$ cat config.mk
export PLATFORM = sky130hd
export DESIGN_NAME = pc_sequencer_flat
export DESIGN_NICKNAME = d
export VERILOG_FILES = /design/src/rtl/pc_sequencer_if.sv /design/src/rtl/pc_sequencer.sv /design/src/flat_wrapper.sv
export SDC_FILE = /design/constraint.sdc
export NUM_CORES = 1
export LEC_CHECK = 0
export CAP_MARGIN = 30
export CORE_ASPECT_RATIO = 1.1
export CORE_MARGIN = 1
export CORE_UTILIZATION = 30
export DETAILED_ROUTE_END_ITERATION = 16
export PLACE_DENSITY_LB_ADDON = 0.05
export SYNTH_ARGS = -nofsm -noshare
export SYNTH_HDL_FRONTEND = slang
export SYNTH_SLANG_ARGS = --single-unit
export TNS_END_PERCENT = 10
$ cat constraint.sdc
create_clock -name clk -period 2.3 [get_ports clk]
set_input_delay 0.46 -clock clk [delete_from_list [all_inputs] [get_ports clk]]
set_output_delay 0.46 -clock clk [all_outputs]
set_load 0.03 [all_outputs]
$ cat src/rtl/pc_sequencer_if.sv
// pc_sequencer_if: groups the control, decode and status signals of the
// program-counter sequencer.
//   master : the surrounding system (front panel, decoder, memory). It drives
//            run, step, stall and the decoded halt/branch information.
//   slave  : the sequencer itself. It drives pc, fetch_en, exec_en, halted,
//            pc_wrap and instr_count.
interface pc_sequencer_if #(
   parameter int PC_WIDTH  = 6,
   parameter int CNT_WIDTH = 16
);
   logic                 run;
   logic                 step;
   logic                 stall;
   logic                 halt_instr;
   logic                 branch_valid;
   logic                 branch_taken;
   logic [PC_WIDTH-1:0]  branch_offset;
   logic [PC_WIDTH-1:0]  pc;
   logic                 fetch_en;
   logic                 exec_en;
   logic                 halted;
   logic                 pc_wrap;
   logic [CNT_WIDTH-1:0] instr_count;

   modport master (
      output run, step, stall, halt_instr, branch_valid, branch_taken, branch_offset,
      input  pc, fetch_en, exec_en, halted, pc_wrap, instr_count
   );

   modport slave (
      input  run, step, stall, halt_instr, branch_valid, branch_taken, branch_offset,
      output pc, fetch_en, exec_en, halted, pc_wrap, instr_count
   );
endinterface

$ cat src/rtl/pc_sequencer.sv
// pc_sequencer: owns the CPU program counter and steps each instruction
// through a two-phase FETCH/EXEC cycle. The next PC is PC+1, or
// PC+1+signed offset for a taken branch, modulo 2^PC_WIDTH.
// Ports:
//   clk      : system clock; all state changes on its rising edge
//   reset_n  : asynchronous active-low reset, released synchronously
//   bus      : pc_sequencer_if slave modport
//              (run/step/stall/decode inputs; pc/enables/status outputs)
module pc_sequencer #(
   parameter int                  PC_WIDTH  = 6,
   parameter logic [PC_WIDTH-1:0] RESET_PC  = {PC_WIDTH{1'b0}},
   parameter int                  CNT_WIDTH = 16
) (
   input  logic          clk,
   input  logic          reset_n,
   pc_sequencer_if.slave bus
);

   typedef enum logic [1:0] {
      ST_IDLE   = 2'b00,
      ST_FETCH  = 2'b01,
      ST_EXEC   = 2'b10,
      ST_HALTED = 2'b11
   } state_t;

   localparam logic [PC_WIDTH+1:0]  PC_ONE  = {{(PC_WIDTH+1){1'b0}}, 1'b1};
   localparam logic [CNT_WIDTH-1:0] CNT_MAX = {CNT_WIDTH{1'b1}};
   localparam logic [CNT_WIDTH-1:0] CNT_ONE = {{(CNT_WIDTH-1){1'b0}}, 1'b1};

   state_t               state_r;
   state_t               state_next_s;
   logic [PC_WIDTH-1:0]  pc_r;
   logic [PC_WIDTH-1:0]  pc_next_s;
   logic [CNT_WIDTH-1:0] count_r;
   logic                 wrap_r;
   logic                 step_pending_r;
   logic                 step_pending_next_s;
   logic                 retire_s;
   logic                 taken_s;
   logic                 wrap_hit_s;
   logic [PC_WIDTH+1:0]  offset_ext_s;
   logic [PC_WIDTH+1:0]  sum_s;

   // Next-PC adder, two bits wider than the PC: any nonzero value in those
   // two top bits means the exact sum left [0, 2^PC_WIDTH-1].
   always_comb begin
      taken_s      = bus.branch_valid & bus.branch_taken;
      offset_ext_s = {{2{bus.branch_offset[PC_WIDTH-1]}}, bus.branch_offset};
      if (taken_s) begin
         sum_s = {2'b00, pc_r} + PC_ONE + offset_ext_s;
      end else begin
         sum_s = {2'b00, pc_r} + PC_ONE;
      end
      pc_next_s  = sum_s[PC_WIDTH-1:0];
      wrap_hit_s = sum_s[PC_WIDTH+1] | sum_s[PC_WIDTH];
   end

   // Next-state logic; retire_s marks the EXEC cycle that completes an instruction.
   always_comb begin
      state_next_s        = state_r;
      step_pending_next_s = step_pending_r;
      retire_s            = 1'b0;
      case (state_r)
         ST_IDLE: begin
            if (bus.run | (bus.step & ~step_pending_r)) begin
               state_next_s        = ST_FETCH;
               step_pending_next_s = step_pending_r | bus.step;
            end else begin
               state_next_s = ST_IDLE;
            end
         end
         ST_FETCH: begin
            if (bus.stall) begin
               state_next_s = ST_FETCH;
            end else begin
               state_next_s = ST_EXEC;
            end
         end
         ST_EXEC: begin
            if (bus.stall) begin
               state_next_s = ST_EXEC;
            end else begin
               retire_s = 1'b1;
               if (bus.halt_instr) begin
                  state_next_s = ST_HALTED;
               end else if (bus.run) begin
                  state_next_s = ST_FETCH;
               end else begin
                  state_next_s        = ST_IDLE;
                  step_pending_next_s = 1'b0;
               end
            end
         end
         ST_HALTED: begin
            state_next_s = ST_HALTED;
         end
         default: begin
            state_next_s = ST_IDLE;
         end
      endcase
   end

   // Sequencer state, PC, sticky wrap flag and saturating retire counter.
   always_ff @(posedge clk or negedge reset_n) begin
      if (!reset_n) begin
         state_r        <= ST_IDLE;
         step_pending_r <= 1'b0;
         pc_r           <= RESET_PC;
         wrap_r         <= 1'b0;
         count_r        <= {CNT_WIDTH{1'b0}};
      end else begin
         state_r        <= state_next_s;
         step_pending_r <= step_pending_next_s;
         if (retire_s && !bus.halt_instr) begin
            pc_r <= pc_next_s;
            if (wrap_hit_s) begin
               wrap_r <= 1'b1;
            end
         end
         if (retire_s && (count_r != CNT_MAX)) begin
            count_r <= count_r + CNT_ONE;
         end
      end
   end

   // Moore enables, forced low while the sequencer is stalled.
   always_comb begin
      bus.fetch_en    = (state_r == ST_FETCH) & ~bus.stall;
      bus.exec_en     = (state_r == ST_EXEC) & ~bus.stall;
      bus.halted      = (state_r == ST_HALTED);
      bus.pc          = pc_r;
      bus.pc_wrap     = wrap_r;
      bus.instr_count = count_r;
   end

endmodule
$ cat src/flat_wrapper.sv
// flat-port wrapper written by rule: the top's interface ports become plain ports
module pc_sequencer_flat 
#(
   parameter int                  PC_WIDTH  = 6,
   parameter logic [PC_WIDTH-1:0] RESET_PC  = {PC_WIDTH{1'b0}},
   parameter int                  CNT_WIDTH = 16
)
  (clk, reset_n, bus_run, bus_step, bus_stall, bus_halt_instr, bus_branch_valid, bus_branch_taken, bus_branch_offset, bus_pc, bus_fetch_en, bus_exec_en, bus_halted, bus_pc_wrap, bus_instr_count);
  pc_sequencer_if #(.PC_WIDTH(PC_WIDTH), .CNT_WIDTH(CNT_WIDTH)) bus_i ();
  input  logic clk;
  input  logic reset_n;
  input wire logic [$bits(bus_i.run)-1:0] bus_run;
  input wire logic [$bits(bus_i.step)-1:0] bus_step;
  input wire logic [$bits(bus_i.stall)-1:0] bus_stall;
  input wire logic [$bits(bus_i.halt_instr)-1:0] bus_halt_instr;
  input wire logic [$bits(bus_i.branch_valid)-1:0] bus_branch_valid;
  input wire logic [$bits(bus_i.branch_taken)-1:0] bus_branch_taken;
  input wire logic [$bits(bus_i.branch_offset)-1:0] bus_branch_offset;
  output wire logic [$bits(bus_i.pc)-1:0] bus_pc;
  output wire logic [$bits(bus_i.fetch_en)-1:0] bus_fetch_en;
  output wire logic [$bits(bus_i.exec_en)-1:0] bus_exec_en;
  output wire logic [$bits(bus_i.halted)-1:0] bus_halted;
  output wire logic [$bits(bus_i.pc_wrap)-1:0] bus_pc_wrap;
  output wire logic [$bits(bus_i.instr_count)-1:0] bus_instr_count;
  assign bus_i.run = bus_run;
  assign bus_i.step = bus_step;
  assign bus_i.stall = bus_stall;
  assign bus_i.halt_instr = bus_halt_instr;
  assign bus_i.branch_valid = bus_branch_valid;
  assign bus_i.branch_taken = bus_branch_taken;
  assign bus_i.branch_offset = bus_branch_offset;
  assign bus_pc = bus_i.pc;
  assign bus_fetch_en = bus_i.fetch_en;
  assign bus_exec_en = bus_i.exec_en;
  assign bus_halted = bus_i.halted;
  assign bus_pc_wrap = bus_i.pc_wrap;
  assign bus_instr_count = bus_i.instr_count;
  pc_sequencer #(.PC_WIDTH(PC_WIDTH), .RESET_PC(RESET_PC), .CNT_WIDTH(CNT_WIDTH)) u_core (.clk(clk), .reset_n(reset_n), .bus(bus_i));
endmodule
==> out/results.md <==
• ratio of cells with drive above 1 in the final layout: 12.1%
• sequential fraction of the synthesis area: 39.4%
• async set-reset flop share out of synthesis: 100%
• CP arrival: 2.33 ns
• Core Region: 5170 µm²
• Mapped Avg Cell Area: 9.96 µm²
• number of placed instances with taps included: 283
• total iterations of the first detailed-routing run: 4
• launching element type of the critical path: flip-flop
• outcome: finished, final reports clean
• combined area of all synthesized cells: 1650 µm²
• number of H-tree levels: 1
• Total Power Consumption: 2.27 mW
• reported leakage power: 0.991 nW
• Post-synth EDFFs: 0
• minimum setup slack after placement: -0.108 ns
• drt total wl: 3720 µm
• setup ws final: 0.121 ns
• biggest fanout along the worst timing path: 5
• total routing resource utilization after global routing: 14.0%
• via density per instance: 4.86
• initial detailed-routing violation count: 59
• Non-Filler Instances: 286
• register-to-register path setup slack: 0.12 ns
• commonest cells after routing, fill and taps aside: 37 x sky130_fd_sc_hd__clkdlybuf4s50_1, 25 x sky130_fd_sc_hd__dfrtp_1, 15 x sky130_fd_sc_hd__nand3_1
• series of cell instances along the critical path: ha_2 > nand3_1 > xnor2_2 > ha_1 > a21oi_1 > o211ai_1 > a21oi_1 > mux2i_1 > nand3_1
• Final Instance Area: 2240 µm²
• max-cap check violation count: 0
• first-pass GRT wire length: 6300 µm
• initial core utilization: 32.0%
• Post-layout nets: 241
• source of the critical timing path: u_core.bus.pc[0]
• nature of the critical path endpoint: flip-flop
• final weighted congestion of routability-driven global placement: 0.784
• count of cells resized by post-cts repair: 0
• vias post-DR: 1,389
• most used flip-flop cell after synthesis: sky130_fd_sc_hd__dfrtp_1
• Post-CTS Setup Repair Bufs: 0
• maximum cell stage delay along the critical path: 0.37 ns
• root cell of the clock tree: sky130_fd_sc_hd__clkbuf_8
• Reg2Reg Capture Point: u_core.bus.pc_wrap
• final critical path time including I/O delays and setup: 2.18 ns
• Max-slew headroom: 72.7%
• worst setup path category: flip-flop to flip-flop
• number of buffers created by CTS: 3
• final standard cell utilization of the core: 43.4%
• clock tree buffer depth: 2
• CP top delay family: adder cells
• Final period util: 94.7%
• placement row count: 27
• worst-case clock skew: 0.000903 ns
• clock tree from TritonCTS: built
• Final Slew Violations: 0
• path class of the lowest-slack min-delay path: flip-flop to flip-flop
• die area: 5810 µm²
• R2R depth: 9
• Post-Syn Nets: 191
• Vert. Die Dim: 79.9 µm
• DRC errors left: 0
• actual transition at the worst max-transition pin: 0.410 ns
• Power Density: 1010 nW/µm²
• instance area after placement: 2180 µm²
• tightest hold margin: 0.500 ns
• Detail Route Antenna Nets: 0
• Die Width: 72.8 µm
• fill cell total of the finished layout: 509
• path length in cells of the critical path: 9
• Syn. warnings: 0
• overflow left after global routing: 0
• total of hold buffers inserted after clock tree synthesis: 0
• launch instance of the worst register-to-register path: u_core.bus.pc[0]
• Worst Hold Launch: u_core.bus.instr_count[13]
• number of antenna violations at the first check in global routing: 0
• RSZ-0062 raised after global routing: true
• io pins: 40
• clock transition at the register clock pins on the worst setup and hold paths after CTS: 0.09 ns
• Ant. Diodes: 0
• final-report hold violation count: 0
• critical path capture point: u_core.bus.pc_wrap
• Worst-Skew Late Latency: 0.26 ns
• cell type of the slowest stage on the worst timing path: sky130_fd_sc_hd__dfrtp_1
• flip-flop and latch count after synthesis: 26
• maximum vdd drop: 0.000465 V
• commonest non-fill, non-tap cell in the layout: sky130_fd_sc_hd__clkdlybuf4s50_1
• Final setup viols: 0
• count of buffers from port buffering: 39
• buffer and inverter count on the worst path: 0
• count of unique library cells instantiated by Yosys: 41
• dpl hpwl: 2920 µm
• average wire per standard cell: 13.0 µm
• layout overhead on the synthesized area: 35.8%
• number of standard cells after synthesis: 166
• maximum number of pins on one net before global-route repair: 27
• vias in the first global route: 1,396
• data required time at the worst endpoint: 2.45 ns
• Total Neg Setup Slack: 0 ns
• TritonCTS Sinks: 26
• max frequency: 459 MHz
==> report_power, final <==
part	internal [mW]	switching, mW	leakage [nW]
Sequential	0.559	0.141	0.336
Combinational	0.627	0.690	0.633
Clock	0.117	0.137	0.0216
Total	1.30	0.968	0.991
==> state kept, by name (all words and copies together) (netlist names) <==
register	cells
u_core.bus.instr_count	16
u_core.bus.pc	6
u_core.bus.pc_wrap	1
u_core.state_r	2
u_core.step_pending_r	1
==> Yosys cell counts (2+ instances only) <==
library cell / number / area (µm²)
sky130_fd_sc_hd__dfrtp_1: 26 / 651
sky130_fd_sc_hd__nand3_1: 15 / 75.1
sky130_fd_sc_hd__xnor2_1: 15 / 131
sky130_fd_sc_hd__a21oi_1: 11 / 55.1
sky130_fd_sc_hd__nand2_1: 11 / 41.3
sky130_fd_sc_hd__ha_1: 10 / 125
sky130_fd_sc_hd__and3_1: 9 / 56.3
sky130_fd_sc_hd__nor2_1: 8 / 30.0
sky130_fd_sc_hd__xor2_1: 8 / 70.1
sky130_fd_sc_hd__o21ai_0: 6 / 30.0
sky130_fd_sc_hd__a31oi_1: 4 / 25.0
sky130_fd_sc_hd__inv_1: 4 / 15.0
sky130_fd_sc_hd__o211ai_1: 3 / 22.5
sky130_fd_sc_hd__a22oi_1: 2 / 15.0
sky130_fd_sc_hd__and4_1: 2 / 17.5
sky130_fd_sc_hd__mux2i_1: 2 / 20.0
sky130_fd_sc_hd__nand2b_1: 2 / 12.5
sky130_fd_sc_hd__nand4_1: 2 / 12.5
sky130_fd_sc_hd__nor3_1: 2 / 10.0
sky130_fd_sc_hd__o21a_1: 2 / 15.0
sky130_fd_sc_hd__o21ai_1: 2 / 10.0
==> worst min path at each step <==
stage	to	slack [ns]	cells past startpoint
finish	u_core.bus.instr_count[13]	0.50	1
global placement	u_core.bus.instr_count[13]	0.48	1
global route	u_core.bus.instr_count[6]	0.54	1
CTS	u_core.bus.instr_count[13]	0.50	1
floorplan	u_core.bus.instr_count[0]	0.16	0
detailed placement	u_core.bus.instr_count[13]	0.49	1
==> layer usage <==
metal | global-route usage (%) | share of wire (%) | routed length (µm) | vias up
li1 | - | - | - | 704
met1 | 15.6 | 45 | 1670 | 656
met2 | 26.4 | 51 | 1890 | 25
met3 | 1.52 | 2.7 | 101 | 4
met4 | 5.88 | 1.5 | 55 | 0
met5 | 0 | 0 | 0 | -
==> layout make-up <==
| cell class | count | area, µm² | share of cell area [%] |
|---|---|---|---|
| Multi-Input combinational cell | 134 | 1000 | 44.6 |
| Sequential cell | 26 | 652 | 29.0 |
| Timing Repair Buffer | 47 | 445 | 19.8 |
| Tap cell | 72 | 90.1 | 4.01 |
| Clock buffer | 3 | 41.3 | 1.84 |
| Inverter | 4 | 15.0 | 0.669 |
==> kinds of logic (layout without fill, tap and decap cells) <==
group	Yosys count	count (layout)	share of synthesized area (%)
adder cells (fa/ha/maj)	11	11	8.78
AND/OR/NAND/NOR	59	59	21.6
multiplexers	3	3	1.89
flip-flops	26	26	39.4
AO/OA/AOI/OAI	38	38	14.8
XOR/XNOR	23	23	12.2
buffers and inverters	6	54	1.44
(Power assumes the default switching activity.)
